### src/rtl/fetch_pkg.sv
// Shared definitions for the instruction fetch stage.
//   FETCH_WIDTH / FETCH_INSTR_WIDTH / FETCH_DEPTH : default geometry
//   CNT_W         : width of a counter that can hold 0..FETCH_DEPTH
//   fetch_entry_t : one buffered instruction tagged with its PC
package fetch_pkg;

    localparam int unsigned FETCH_WIDTH       = 32;
    localparam int unsigned FETCH_INSTR_WIDTH = 32;
    localparam int unsigned FETCH_DEPTH       = 2;
    localparam int unsigned CNT_W             = $clog2(FETCH_DEPTH + 1);

    typedef struct packed {
        logic [FETCH_WIDTH-1:0]       pc;
        logic [FETCH_INSTR_WIDTH-1:0] instr;
    } fetch_entry_t;

endpackage

### src/rtl/fetch_fifo.sv
// Synchronous FIFO used for both the address-tag queue and the instruction queue.
//   clk_i, rst_ni   : clock, asynchronous active-low reset
//   flush_i         : empties the FIFO; wins over a same-cycle push/pop
//   push_i, data_i  : write port (ignored when full)
//   pop_i, data_o   : read port; data_o is the head entry (ignored when empty)
//   full_o, empty_o : status
//   count_o         : number of stored entries, 0..DEPTH
module fetch_fifo
    import fetch_pkg::*;
#(
    parameter int unsigned DATA_W = 32,
    parameter int unsigned DEPTH  = 2
) (
    input  logic                       clk_i,
    input  logic                       rst_ni,
    input  logic                       flush_i,
    input  logic                       push_i,
    input  logic [DATA_W-1:0]          data_i,
    input  logic                       pop_i,
    output logic [DATA_W-1:0]          data_o,
    output logic                       full_o,
    output logic                       empty_o,
    output logic [$clog2(DEPTH+1)-1:0] count_o
);

    localparam int unsigned PTR_W = $clog2(DEPTH);
    localparam int unsigned CW    = $clog2(DEPTH + 1);

    logic [DATA_W-1:0] mem [DEPTH];
    logic [PTR_W-1:0]  wr_ptr;
    logic [PTR_W-1:0]  rd_ptr;
    logic [CW-1:0]     count_q;
    logic              push_ok;
    logic              pop_ok;

    assign full_o  = (count_q == CW'(DEPTH));
    assign empty_o = (count_q == '0);
    assign count_o = count_q;
    assign data_o  = mem[rd_ptr];

    assign push_ok = push_i && !full_o && !flush_i;
    assign pop_ok  = pop_i && !empty_o && !flush_i;

    always_ff @(posedge clk_i or negedge rst_ni) begin
        if (!rst_ni) begin
            wr_ptr  <= '0;
            rd_ptr  <= '0;
            count_q <= '0;
        end else if (flush_i) begin
            wr_ptr  <= '0;
            rd_ptr  <= '0;
            count_q <= '0;
        end else begin
            if (push_ok) wr_ptr <= wr_ptr + PTR_W'(1);
            if (pop_ok)  rd_ptr <= rd_ptr + PTR_W'(1);
            count_q <= count_q + CW'(push_ok) - CW'(pop_ok);
        end
    end

    // Storage needs no reset: an entry is only observed after it is written.
    always_ff @(posedge clk_i) begin
        if (push_ok) mem[wr_ptr] <= data_i;
    end

endmodule

### src/rtl/fetch_unit.sv
// Instruction fetch stage between the program counter and decode.
//   clk_i, rst_ni          : clock, asynchronous active-low reset
//   pc_i, pc_advance_o     : current PC in; increment enable out (one per accepted request)
//   redirect_i             : flush, asserted in the cycle the PC jumps
//   imem_req_*             : in-order request channel to instruction memory
//   imem_rsp_*             : in-order response channel, no backpressure
//   instr_valid_o/ready_i  : handshake to decode; instr_o / instr_pc_o are the queue head
module fetch_unit
    import fetch_pkg::*;
#(
    parameter int unsigned WIDTH       = FETCH_WIDTH,
    parameter int unsigned INSTR_WIDTH = FETCH_INSTR_WIDTH,
    parameter int unsigned DEPTH       = FETCH_DEPTH
) (
    input  logic                   clk_i,
    input  logic                   rst_ni,
    input  logic [WIDTH-1:0]       pc_i,
    output logic                   pc_advance_o,
    input  logic                   redirect_i,
    output logic                   imem_req_valid_o,
    input  logic                   imem_req_ready_i,
    output logic [WIDTH-1:0]       imem_req_addr_o,
    input  logic                   imem_rsp_valid_i,
    input  logic [INSTR_WIDTH-1:0] imem_rsp_data_i,
    output logic                   instr_valid_o,
    input  logic                   instr_ready_i,
    output logic [INSTR_WIDTH-1:0] instr_o,
    output logic [WIDTH-1:0]       instr_pc_o
);

    localparam int unsigned CW = $clog2(DEPTH + 1);
    localparam int unsigned EW = WIDTH + INSTR_WIDTH;

    logic [WIDTH-1:0] tag_head;
    logic [EW-1:0]    fq_head;
    logic [CW-1:0]    outstanding;
    logic [CW-1:0]    occupancy;
    logic [CW-1:0]    drop_count;
    logic [CW-1:0]    drop_next;
    logic [CW:0]      in_use;
    logic             tag_full, tag_empty, fq_full, fq_empty;
    logic             req_valid, req_fire, rsp_take, instr_fire, rsp_consumed;

    // The tag queue holds exactly the outstanding requests, so its count is
    // the outstanding counter and flushing it zeroes outstanding.
    fetch_fifo #(
        .DATA_W (WIDTH),
        .DEPTH  (DEPTH)
    ) u_tag_q (
        .clk_i   (clk_i),
        .rst_ni  (rst_ni),
        .flush_i (redirect_i),
        .push_i  (req_fire),
        .data_i  (pc_i),
        .pop_i   (rsp_take),
        .data_o  (tag_head),
        .full_o  (tag_full),
        .empty_o (tag_empty),
        .count_o (outstanding)
    );

    fetch_fifo #(
        .DATA_W (EW),
        .DEPTH  (DEPTH)
    ) u_instr_q (
        .clk_i   (clk_i),
        .rst_ni  (rst_ni),
        .flush_i (redirect_i),
        .push_i  (rsp_take),
        .data_i  ({tag_head, imem_rsp_data_i}),
        .pop_i   (instr_fire),
        .data_o  (fq_head),
        .full_o  (fq_full),
        .empty_o (fq_empty),
        .count_o (occupancy)
    );

    assign in_use = {1'b0, occupancy} + {1'b0, outstanding};

    // rst_ni gates the request so nothing is offered while reset is held.
    assign req_valid = rst_ni && !redirect_i && (in_use < (CW+1)'(DEPTH)) && (drop_count == '0);
    assign req_fire  = req_valid && imem_req_ready_i;

    // A response with nothing outstanding or pending drop is a protocol error and is ignored.
    assign rsp_take     = imem_rsp_valid_i && (drop_count == '0) && !tag_empty;
    assign rsp_consumed = imem_rsp_valid_i && ((drop_count != '0) || !tag_empty);
    assign instr_fire   = !fq_empty && instr_ready_i;

    assign imem_req_valid_o = req_valid;
    assign imem_req_addr_o  = pc_i;
    assign pc_advance_o     = req_fire;

    assign instr_valid_o = !fq_empty;
    assign instr_o       = fq_empty ? '0 : fq_head[INSTR_WIDTH-1:0];
    assign instr_pc_o    = fq_empty ? '0 : fq_head[EW-1:INSTR_WIDTH];

    // On redirect every in-flight response (new outstanding plus residual drops)
    // becomes a drop, less the one retiring this cycle.
    always_comb begin
        drop_next = drop_count;
        if (redirect_i) begin
            drop_next = drop_count + outstanding - CW'(rsp_consumed);
        end else if (imem_rsp_valid_i && (drop_count != '0)) begin
            drop_next = drop_count - CW'(1);
        end
    end

    always_ff @(posedge clk_i or negedge rst_ni) begin
        if (!rst_ni) drop_count <= '0;
        else         drop_count <= drop_next;
    end

    rsp_protocol_a: assert property (@(posedge clk_i) disable iff (!rst_ni)
        imem_rsp_valid_i |-> ((outstanding != '0) || (drop_count != '0)));

    credit_bound_a: assert property (@(posedge clk_i) disable iff (!rst_ni)
        (in_use + (CW+1)'(drop_count)) <= (CW+1)'(DEPTH));

endmodule

### config.mk
export PLATFORM = sky130hd
export DESIGN_NAME = fetch_unit
export DESIGN_NICKNAME = d
export VERILOG_FILES = /design/src/rtl/fetch_pkg.sv /design/src/rtl/fetch_fifo.sv /design/src/rtl/fetch_unit.sv
export SDC_FILE = /design/constraint.sdc
export NUM_CORES = 1
export LEC_CHECK = 0
export BUFFER_PORTS_ARGS = -buffer_cell sky130_fd_sc_hd__buf_2
export CORE_MARGIN = 2
export CORE_UTILIZATION = 54
export CTS_CLUSTER_DIAMETER = 80
export DETAILED_ROUTE_END_ITERATION = 8
export PLACE_DENSITY = 0.89
export SYNTH_ARGS = -nofsm -noshare
export SYNTH_HDL_FRONTEND = slang
export SYNTH_SLANG_ARGS = --single-unit
### constraint.sdc
create_clock -name clk_i -period 10.5 [get_ports clk_i]
set_clock_uncertainty 0.1 [all_clocks]
set_input_delay 2.1 -clock clk_i [delete_from_list [all_inputs] [get_ports clk_i]]
set_output_delay 2.1 -clock clk_i [all_outputs]
set_load 0.02 [all_outputs]
After elaboration in Yosys (flattened, before gate mapping):

Memory sizes are Yosys's and may differ from the RTL's.
Cells that the tools add are included.

* order comparisons: 1
* add/subtract/negate cells: 12
* reductions and logical operators: 32
* eq/ne operators: 2
* muxes and demuxes: 18

Operator list (count)
* 32-bit 2-to-1 mux: 2
* 1-bit logical AND: 17
* 1-bit 2-to-1 mux: 12
* 2-bit nonzero test: 6
* 2-bit 2-to-1 mux: 4
* 2-bit logical NOT: 3
* 2-bit by 1-bit subtractor with 2-bit output: 3
* 1-bit logical NOT: 5
* 1-bit adder, second input constant: 4
* 2-bit by 1-bit adder with 2-bit output: 2
* 2-bit equality test, second input constant: 2
* 2-bit by 2-bit adder with 3-bit output: 1
* 3-bit by 2-bit less-than comparator with 1-bit output, second input constant: 1
* 2-bit adder: 1
* 2-bit by 1-bit subtractor with 2-bit output, second input constant: 1
* 1-bit logical OR: 1

* flip-flop bits (word level): 10
* memory bits (writable): 192
* word-level logic and storage cells: 74
* memories kept: 2
* output and inout bits: 99

Memory list
* u_instr_q.mem: depth 2, bits a word 64, read ports 1, clocked after memory_dff 0, wr ports 1, RTL line fetch_fifo.sv:29 `logic [DATA_W-1:0] mem [DEPTH];`
* u_tag_q.mem: depth 2, bits a word 32, read ports 1, clocked after memory_dff 0, wr ports 1, RTL line fetch_fifo.sv:29

Depth between registers and ports, before layout:

Gate-level depths: netlist (run 1).

* depth in word-level cells: 10
* mapped depth: 9

Cells and area by module:

A second synthesis (run 1) with hierarchy kept.

* cells, all modules: 479
* area total of the unflattened synthesis: 8664.6 sq um

By module, submodules not included
* fetch_fifo at u_instr_q: cells an instance 224, area an instance 5052.3 sq um, sequential area each 3943.8 sq um, times used 1
* fetch_fifo at u_tag_q: cells an instance 125, area an instance 2690.1 sq um, sequential area each 2021.9 sq um, times used 1
* fetch_unit: cells an instance 130, area an instance 922.1 sq um, sequential area each 50.0 sq um, times used 1

Worst setup path before layout (run 1):

OpenSTA, ideal clock, no wires.

* path kind: input port to flip-flop
* start point: input redirect_i
* end point: memory u_instr_q.mem[0][0] (netlist bit) (enable)
* slack: 1.188 ns
* stages: 3
* required time: 9.757 ns
* arrival: 8.569 ns
* cells stage by stage: buf_6 > clkbuf_1 > nor4_1

* word-level cells in the longest chain between the ends: 4

RTL lines
* from (decl): RTL line fetch_unit.sv:19 `input logic redirect_i,`
* 1-bit logical NOT: RTL line fetch_fifo.sv:41 `assign push_ok = push_i && !full_o && !flush_i;`
* 1-bit logical AND: RTL line fetch_fifo.sv:41
* 1-bit 2-to-1 mux: RTL line fetch_fifo.sv:62 `if (push_ok) mem[wr_ptr] <= data_i;`
* 1-bit 2-to-1 mux (not written as such): RTL line fetch_fifo.sv:62
* to (decl): RTL line fetch_fifo.sv:29

Every way passes these cells.

Worst setup path after layout (run 1):

* start point: input rst_ni
* end point: output pc_advance_o

* word-level cells in the longest chain between the ends: 4

RTL lines
* from (decl): RTL line fetch_unit.sv:16 `input logic rst_ni,`
* 1-bit logical AND (3 in a row): RTL line fetch_unit.sv:81 `assign req_valid = rst_ni && !redirect_i && (in_use < (CW+1)'(DEPTH)) && (drop_count == '0);`
* 1-bit logical AND: RTL line fetch_unit.sv:82 `assign req_fire = req_valid && imem_req_ready_i;`
* to (decl): RTL line fetch_unit.sv:18 `output logic pc_advance_o,`

Every way passes these cells.

==> results of run 1 <==
cell families (layout without fill, tap and decap cells):
| logic type | count (synthesis) | after routing | share of synthesized area, % |
|---|---|---|---|
| AO/OA/AOI/OAI | 6 | 6 | 0.4972 |
| XOR/XNOR | 10 | 10 | 1.088 |
| adder cells (fa/ha/maj) | 8 | 8 | 1.336 |
| buffers and inverters | 61 | 218 | 4.600 |
| flip-flops | 202 | 202 | 74.72 |
| multiplexers | 99 | 99 | 12.82 |
| other | 0 | 1 | 0 |
| AND/OR/NAND/NOR | 91 | 91 | 4.942 |
layout make-up:
type	instances	area, µm²	share of cell area [%]
clock inverters	9	93.84	0.9837
repair buffers	171	863.3	9.050
multi-input cells	214	1697	17.79
inverters	9	33.78	0.3541
well taps	184	230.2	2.413
flip-flops and latches	202	6021	63.12
clock buffers	29	598.1	6.270
diodes	1	2.502	0.02623
per-layer routing:
layer / track usage [%] / routed length [µm]
met1: 20.84 / 5700
met2: 31.85 / 7509
met3: 3.144 / 791
met4: 5.301 / 318
met5: 0 / 0
flip-flops by register name, indices dropped and copies added, names as in the netlist:
| signal | cells |
|---|---|
| u_instr_q.rd_ptr | 1 |
| u_tag_q.count_o | 2 |
| u_tag_q.rd_ptr | 1 |
| u_tag_q.wr_ptr | 1 |
| u_instr_q.wr_ptr | 1 |
| u_instr_q.count_o | 2 |
| drop_count | 2 |
| u_tag_q.mem | 64 |
| u_instr_q.mem | 128 |
critical path: stages:
cell and delay [ns]:
buf_2 0.26, nand2_1 0.09, nor4_1 0.27, and2_1 0.17
buf_2 0.15
placed cells by master, fill, tap and decap left out, drive strengths merged:
cell type    n
nand2b       1
or4          1
nor3         1
mux2        33
xnor2        5
nor4         2
inv         10
nand4b       1
mux2i       66
nand2        2
ha           7
clkbuf      29
o21ai        3
clkinv       6
or3          1
nor2        75
buf        171
a21oi        1
bufinv       2
dfrtp       10
fa           1
nor2b        5
o211ai       1
xor2         5
edfxtp     192
and2         2
a21boi       1
diode        1
report_power, final:
part,total [mW],internal [mW],switching (mW)
logic,0.119,0.0509,0.0683
clock network,0.732,0.448,0.284
registers,0.911,0.899,0.0117
total,1.76,1.40,0.364
worst paths after layout:
path	slack, ns	depth (start not counted)	end	startpoint
worst max-delay path	5.24	5	pc_advance_o	rst_ni
worst max register to register	7.46	5	u_tag_q.mem[1][27]$_DFFE_PP_	u_instr_q.count_o[0]$_DFF_PN0_
max in group asynchronous	8.65	1	u_instr_q.rd_ptr$_DFFE_PN0P_	rst_ni
min in group asynchronous	1.39	1	u_instr_q.count_o[1]$_DFF_PN0_	rst_ni
worst min register to register	0.46	1	u_instr_q.mem[1][33]$_DFFE_PP_	u_tag_q.mem[0][1]$_DFFE_PP_
worst min-delay path	0.46	1	u_instr_q.mem[1][33]$_DFFE_PP_	u_tag_q.mem[0][1]$_DFFE_PP_
per-stage QoR:
| step | hold slack (ns) | instance area (µm²) | utilization (%) | instances | setup WS [ns] |
|---|---|---|---|---|---|
| 6_report | 0.4594 | 9539 | 65.63 | 819 | 5.244 |
| 3_5_place_dp | 0.4391 | 8845 | 60.86 | 780 | 5.234 |
| 2_1_floorplan | 0.3469 | 8051 | - | 477 | 1.188 |
| 4_1_cts | 0.4567 | 9537 | 65.62 | 818 | 5.228 |
| 3_3_place_gp | 0.4175 | 8845 | 60.86 | 780 | 5.338 |
| 5_1_grt | 0.4719 | 9539 | 65.63 | 819 | 5.151 |
==> results.py, run 1 <==
metrics = {
    "die": {
        "coreArea_mm2": 0.01453,
        "die_area_mm2": 0.01590,
        "die_h_um": 126.1,
        "start_util_pct": 55.40,
        "die_x_um": 126.1,
        "ioPinCount": 169,
        "num_rows": 44,
    },
    "clock_network": {
        "cts_made_buffers": 22,
        "numClockSinks": 202,
        "cts_tree": "done",
        "path_clk_slew_ns": 0.06,
        "worstSkewPairLatency_ns": 0.48,
        "cts_resized": 0,
        "h-tree-depth": 1,
        "cts_hold_buf": 0,
        "clockBufferDepth": 3,
        "cts_root_buf": "clkbuf_16",
        "cts_setup_buffers": 0,
    },
    "logic_synthesis": {
        "syn_avg_cell_area_um2": 16.88,
        "synth_most_common_cell": "edfxtp_1",
        "synth_nets": 555,
        "syn-instance-count": 477,
        "synth_top_area_share_pct": 71.61,
        "synth_cell_types": 29,
        "synth.cells.most_frequent": "192 x edfxtp_1, 75 x nor2_1, 66 x mux2i_1",
        "yosysTopAreaCell": "edfxtp_1",
        "synth_edf_count": 192,
        "ys_ff_latch": 202,
        "ys_warn_count": 0,
        "synth_area_leaders": "edfxtp_1 72%, mux2i_1 8.2%, mux2_2 4.2%, nor2_1 3.5%, dfrtp_1 3.1%",
        "synth_async_sr_flop_share_pct": 4.950,
        "syn-cell-area_mm2": 0.008051,
        "yosys_most_used_dff": "edfxtp_1",
        "ys_seq_area_share_pct": 74.72,
    },
    "timing": {
        "setup_viol": 0,
        "max_freq_mhz": 190.2,
        "period_share_pct": 50.06,
        "hold_viol": 0,
        "tightest_slew_ns": 1.158,
        "fin_crit_ns": 5.256,
        "finalSetupTns_ns": 0,
        "rsz0062_at_grt": "no",
        "slew_viol_final": 0,
        "slew_headroom_pct": 22.79,
    },
    "grt": {
        "grt_max_degree": 66,
        "antenna_found_initial": 1,
        "grt_usage_pct": 17.35,
        "grt_pass1_vias": 4372,
        "grt_overflow_total": 0,
        "grt_pass1_wl_mm": 21.86,
    },
    "finish": {
        "drive_gt1_share_pct": 37.70,
        "fillers": 998,
        "fin_nets": 698,
        "syn2layout_area_growth_pct": 18.48,
    },
    "power_and_ir_drop": {
        "power.leakage_nw": 3.574,
        "ir_drop_mv": 0.1566,
        "total_power_mw": 1.762,
        "power.density_mw_per_mm2": 184.7,
    },
    "setup_path": {
        "end_kind": "output port",
        "cp.required_ns": 8.30,
        "cp.arrival_ns": 3.06,
        "crit_path_max_fanout": 12,
        "start_kind": "input port",
        "worstSetupPathType": "input port to output port",
    },
    "run_status": {
        "status": "complete, no violations",
    },
    "route": {
        "drtPass1Iterations": 4,
        "drt_wl_total_mm": 14.32,
        "drt_iter0_markers": 218,
        "vias": 4314,
        "antenna_left": 0,
        "detail_route.wl_per_cell_um": 17.49,
        "drt-vias-per-instance": 5.267,
        "route.detailed.drc": 0,
    },
    "place": {
        "port_buffers": 168,
        "hpwl_mm": 9.090,
        "place_congestion": 0.7540,
    },
    "flow_run": {
        "cap_violations": 0,
    },
    "min_path": {
        "hold_class": "flop to flop",
    },
}
Power figures use the tool's default switching activity.
==> run 2: changes to the inputs <==
Clock period 10.5 ns to 5.05 ns, I/O delays scaled along.
==> run 2 against run 1 <==
Effect of this change: clock power rose by 95%; critical path depth fell by 1; via count fell by 3.0%; sequential power rose by 110%; global-route usage fell by 0.20 points; critical endpoint is now instr_o[15].
==> results.py, run 2 (synthesis gave the netlist of run 1 again) <==
metrics = {
    "clock_network": {
        "numClockSinks": 202,
        "h-tree-depth": 1,
        "worstSkewPairLatency_ns": 0.48,
        "cts_made_buffers": 20,
        "path_clk_slew_ns": 0.06,
        "clockBufferDepth": 3,
        "cts_hold_buf": 0,
        "cts_root_buf": "clkbuf_16",
        "cts_tree": "done",
        "cts_setup_buffers": 0,
        "cts_resized": 0,
    },
    "finish": {
        "mostFrequentLayoutCell": "edfxtp_1",
        "largest_reg_flops": 128,
        "fin_nets": 696,
        "syn2layout_area_growth_pct": 17.89,
        "most-common-layout-cells": "192 x edfxtp_1, 168 x buf_2, 72 x nor2_1",
        "reg_top3": "u_instr_q.mem (128), u_tag_q.mem (64)",
        "finish.utilization_pct": 65.31,
        "drive_gt1_share_pct": 37.50,
        "regMostFlops": "u_instr_q.mem",
        "antenna_cells": 0,
    },
    "die": {
        "start_util_pct": 55.40,
        "coreArea_mm2": 0.01453,
        "num_rows": 44,
        "die_x_um": 126.1,
        "ioPinCount": 169,
        "die_h_um": 126.1,
        "die_area_mm2": 0.01590,
    },
    "setup_path": {
        "regToRegSetupSlack_ns": 2.03,
        "start_kind": "flop",
        "worstSetupPathType": "flop to output port",
        "crit_path_max_fanout": 39,
        "cp.required_ns": 3.94,
        "end_kind": "output port",
        "cp.arrival_ns": 2.41,
    },
    "grt": {
        "grt_pass1_wl_mm": 21.71,
        "grt_pass1_vias": 4375,
        "grt_max_degree": 66,
        "grt_overflow_total": 0,
        "grt_usage_pct": 17.14,
        "antenna_found_initial": 0,
    },
    "timing": {
        "fin_crit_ns": 3.519,
        "slew_headroom_pct": 24.13,
        "slew_viol_final": 0,
        "tightest_slew_ns": 1.138,
        "finalSetupTns_ns": 0,
        "max_freq_mhz": 284.1,
        "rsz0062_at_grt": "no",
        "hold_viol": 0,
        "setup_viol": 0,
        "period_share_pct": 69.69,
    },
    "min_path": {
        "hold_class": "input port to async pin",
    },
    "power_and_ir_drop": {
        "ir_drop_mv": 0.2904,
        "power.leakage_nw": 3.554,
        "power.density_mw_per_mm2": 375.7,
        "total_power_mw": 3.566,
    },
    "place": {
        "place_congestion": 0.7507,
        "hpwl_mm": 8.447,
        "port_buffers": 168,
    },
    "route": {
        "drtPass1Iterations": 4,
        "route.detailed.drc": 0,
        "detail_route.wl_per_cell_um": 16.79,
        "vias": 4183,
        "drt-vias-per-instance": 5.126,
        "antenna_left": 0,
        "drt_wl_total_mm": 13.70,
        "drt_iter0_markers": 252,
    },
    "run_status": {
        "status": "complete, no violations",
    },
    "flow_run": {
        "cap_violations": 0,
    },
}
==> run 2: cell types whose count changed in the layout (fill, tap and decap cells not counted) <==
cell	change
clkbuf_1	-4
nor4_2	-1
clkinv_1	+3
nor4_4	+1
diode_2	-1
inv_6	-1
clkinv_2	+2
dfrtp_2	-1
clkbuf_16	-2
dfrtp_1	+1
==> run 2: final timing paths <==
check | start | end | cells after the start
worst max-delay path | u_instr_q.count_o[1]$_DFF_PN0_ | instr_o[15] | 4
worst min-delay path | rst_ni | drop_count[0]$_DFFE_PN0P_ | 1
worst max register to register | u_instr_q.count_o[0]$_DFF_PN0_ | u_tag_q.mem[0][30]$_DFFE_PP_ | 5
worst min register to register | u_tag_q.wr_ptr$_DFFE_PN0P_ | u_tag_q.wr_ptr$_DFFE_PN0P_ | 1
max in group asynchronous | rst_ni | u_instr_q.rd_ptr$_DFFE_PN0P_ | 1
min in group clk_i | u_tag_q.wr_ptr$_DFFE_PN0P_ | u_tag_q.wr_ptr$_DFFE_PN0P_ | 1
==> run 2: final cells by class <==
type                    count  area [µm²]
clock buffers              23       533.0
clock inverters            13       106.4
fillers                   993        5042
inverters                   9       33.78
multi-input cells         214        1705
flip-flops and latches    202        6020
well taps                 184       230.2
repair buffers            171       863.3
==> run 2: worst max-delay path: stages, from the launching register on <==
cell and delay, ns:
dfrtp_1 0.46, nor2_4 0.77, buf_4 0.42, nor2_1 0.10, buf_2 0.17
==> run 2: report_power, final <==
part | internal (mW) | switching [mW] | total [mW] | leakage (nW)
logic | 0.107 | 0.144 | 0.250 | 1.38
registers | 1.87 | 0.0192 | 1.89 | 1.86
clock network | 0.855 | 0.573 | 1.43 | 0.316
total | 2.83 | 0.736 | 3.57 | 3.55
==> run 2: per-stage QoR <==
stage | hold slack (ns) | cell area, µm² | instances | worst slack [ns]
6_report | 0.3112 | 9492 | 816 | 1.531
5_1_grt | 0.3092 | 9492 | 816 | 1.318
4_1_cts | 0.2963 | 9492 | 816 | 1.468
3_5_place_dp | 0.4284 | 8852 | 780 | 1.831
3_3_place_gp | 0.4199 | 8852 | 780 | 1.889
2_1_floorplan | 0.3469 | 8066 | 477 | 0.9999
==> run 2: layer usage <==
layer  track usage, %  up-vias  part of all wire [%]
met5                0        -                     0
met4            3.749        0                   1.7
met3            3.526       22                   6.4
met2            30.49      152                    51
met1            21.90     2012                    41
li1                 -     1997                     -
==> run 3: changes to the inputs <==
Clock period 5.05 ns to 3.4 ns, I/O delays scaled along.
==> run 3 against run 2 <==
Effect of this change: global-route usage decreased by 0.38 points; sequential share of layout area is 0.43 points lower; critical path depth up 2; register-to-register slack got worse by 1.3 ns; core utilization increased by 0.45 points; setup slack worse by 1.1 ns; sequential cell count unchanged; sequential power rose by 48%; power up 46%; count of clock-buffer cells in the layout increased by 4; cell count is 1.1% higher; worst hold slack lost 0.012 ns; critical endpoint is now pc_advance_o; largest cell class unchanged; largest power group unchanged.
==> results.py, run 3 (synthesis gave the netlist of run 1 again) <==
metrics = {
    "finish": {
        "mostFrequentLayoutCell": "edfxtp_1",
        "regMostFlops": "u_instr_q.mem",
        "reg_top3": "u_instr_q.mem (128), u_tag_q.mem (64)",
        "drive_gt1_share_pct": 37.60,
        "fin_nets": 705,
        "largest_reg_flops": 128,
        "final_cells": 825,
        "antenna_cells": 0,
        "syn2layout_area_growth_pct": 18.69,
        "most-common-layout-cells": "192 x edfxtp_1, 168 x buf_2, 72 x nor2_1",
    },
    "timing": {
        "fin_crit_ns": 2.982,
        "worst_slack_ns": 0.4182,
        "slew_viol_final": 0,
        "rsz0062_at_grt": "no",
        "hold_viol": 0,
        "tightest_slew_ns": 0.6335,
        "setup_viol": 0,
        "slew_headroom_pct": 57.67,
        "period_share_pct": 87.70,
        "max_freq_mhz": 335.4,
    },
    "place": {
        "hpwl_mm": 9.567,
        "place_congestion": 0.7580,
        "preCtsSetupSlack_ns": 0.6963,
        "dp.cells": 788,
        "port_buffers": 168,
    },
    "route": {
        "route.detailed.drc": 0,
        "antenna_left": 0,
        "drt_wl_total_mm": 14.06,
        "drt-vias-per-instance": 5.161,
        "drt_iter0_markers": 198,
        "vias": 4258,
        "detail_route.wl_per_cell_um": 17.04,
        "drtPass1Iterations": 4,
    },
    "setup_path": {
        "reg2reg_from": "u_instr_q.count_o[0]$_DFF_PN0_",
        "cp.required_ns": 2.62,
        "r2r_end": "u_tag_q.mem[1][30]$_DFFE_PP_",
        "max_stage_delay_ns": 0.46,
        "slowest_stage": "fa_1",
        "end_kind": "output port",
        "regToRegSetupSlack_ns": 0.70,
        "cp.arrival_ns": 2.20,
        "start_kind": "flop",
        "crit_family": "simple AND/OR/NAND/NOR gates",
        "r2r_cells": 6,
        "crit_path_cell_trace": "inv_1 -> nor2_1 -> fa_1 -> nor4_1 -> and2_1 -> buf_2",
        "crit_path_max_fanout": 4,
        "worstSetupPathType": "flop to output port",
        "worstSetupPathDepth": 6,
        "cp.buffers_inverters": 2,
    },
    "grt": {
        "grt_pass1_vias": 4283,
        "grt_overflow_total": 0,
        "grt_pass1_wl_mm": 21.11,
        "grt_max_degree": 44,
        "grt_usage_pct": 16.77,
        "antenna_found_initial": 0,
    },
    "clock_network": {
        "path_clk_slew_ns": 0.06,
        "numClockSinks": 202,
        "cts_root_buf": "clkbuf_16",
        "h-tree-depth": 1,
        "clockBufferDepth": 3,
        "worstSkewPairLatency_ns": 0.47,
        "cts_made_buffers": 20,
        "cts_tree": "done",
        "cts_setup_buffers": 0,
    },
    "min_path": {
        "holdPathStages": 1,
        "hold_class": "input port to flop",
        "holdPathEnd": "u_instr_q.mem[1][23]$_DFFE_PP_",
        "min_from": "imem_rsp_data_i[23]",
    },
    "power_and_ir_drop": {
        "power.density_mw_per_mm2": 544.7,
        "power.leakage_nw": 3.590,
        "ir_drop_mv": 0.4042,
    },
    "die": {
        "coreArea_mm2": 0.01453,
        "die_h_um": 126.1,
        "die_x_um": 126.1,
        "num_rows": 44,
        "ioPinCount": 169,
        "die_area_mm2": 0.01590,
        "start_util_pct": 55.40,
    },
    "run_status": {
        "status": "complete, no violations",
    },
    "flow_run": {
        "cap_violations": 0,
    },
}
## run 3: cell types whose count changed in the layout (fill, tap and decap cells not counted)
cell,previous run,this run
dlygate4sd3_1,0,1
clkinv_2,4,1
buf_12,0,2
buf_4,3,9
bufinv_16,2,1
clkbuf_1,2,6
## run 3: worst max-delay path by stage
stage | from | to | slack, ns
floorplan | redirect_i | u_instr_q.mem[0][0]$_DFFE_PP_ | -0.22
global placement | u_instr_q.count_o[0]$_DFF_PN0_ | u_tag_q.mem[1][27]$_DFFE_PP_ | 0.76
detailed placement | u_instr_q.count_o[0]$_DFF_PN0_ | u_tag_q.mem[1][27]$_DFFE_PP_ | 0.70
CTS | u_instr_q.count_o[0]$_DFF_PN0_ | pc_advance_o | 0.38
global route | u_instr_q.count_o[0]$_DFF_PN0_ | pc_advance_o | 0.23
finish | u_instr_q.count_o[0]$_DFF_PN0_ | pc_advance_o | 0.42
## run 3: layer usage
metal	share of wire, %	wire [µm]	vias to the layer above	GRT usage (%)
li1	-	-	2009	-
met1	39	5519	2068	20.12
met2	52	7345	159	31.15
met3	6.7	936	22	3.314
met4	1.8	259	0	4.008
met5	0	0	-	0
## run 3: area by class of cell
type	count	area, µm²
sequential	202	6020
clock inverter	9	61.31
multi-input combinational	214	1705
fill	993	4977
timing repair buffer	180	958.4
clock buffer	27	548.0
inverter	9	33.78
tap	184	230.2
## run 3: power breakdown
part | switching (mW) | total (mW) | internal [mW] | leakage [nW]
logic | 0.221 | 0.383 | 0.162 | 1.44
registers | 0.0260 | 2.80 | 2.78 | 1.86
clock network | 0.821 | 2.02 | 1.20 | 0.295
## run 3: per-stage QoR
step	hold WS [ns]	area, µm²	util (%)	setup TNS (ns)	total power [mW]
floorplan	0.2844	8085	-	-14.32	3.120
global placement	0.4216	8937	61.49	0	3.213
detailed placement	0.4381	8937	61.49	0	3.236
CTS	0.2820	9557	65.75	0	5.250
global route	0.2853	9557	65.75	0	5.387
finish	0.2988	9557	65.75	0	5.205
## run 3: timing repair
item	in CTS	in global routing
endpoints found under the hold margin	10	0
resized for setup	0	0
hold buffers	1	0
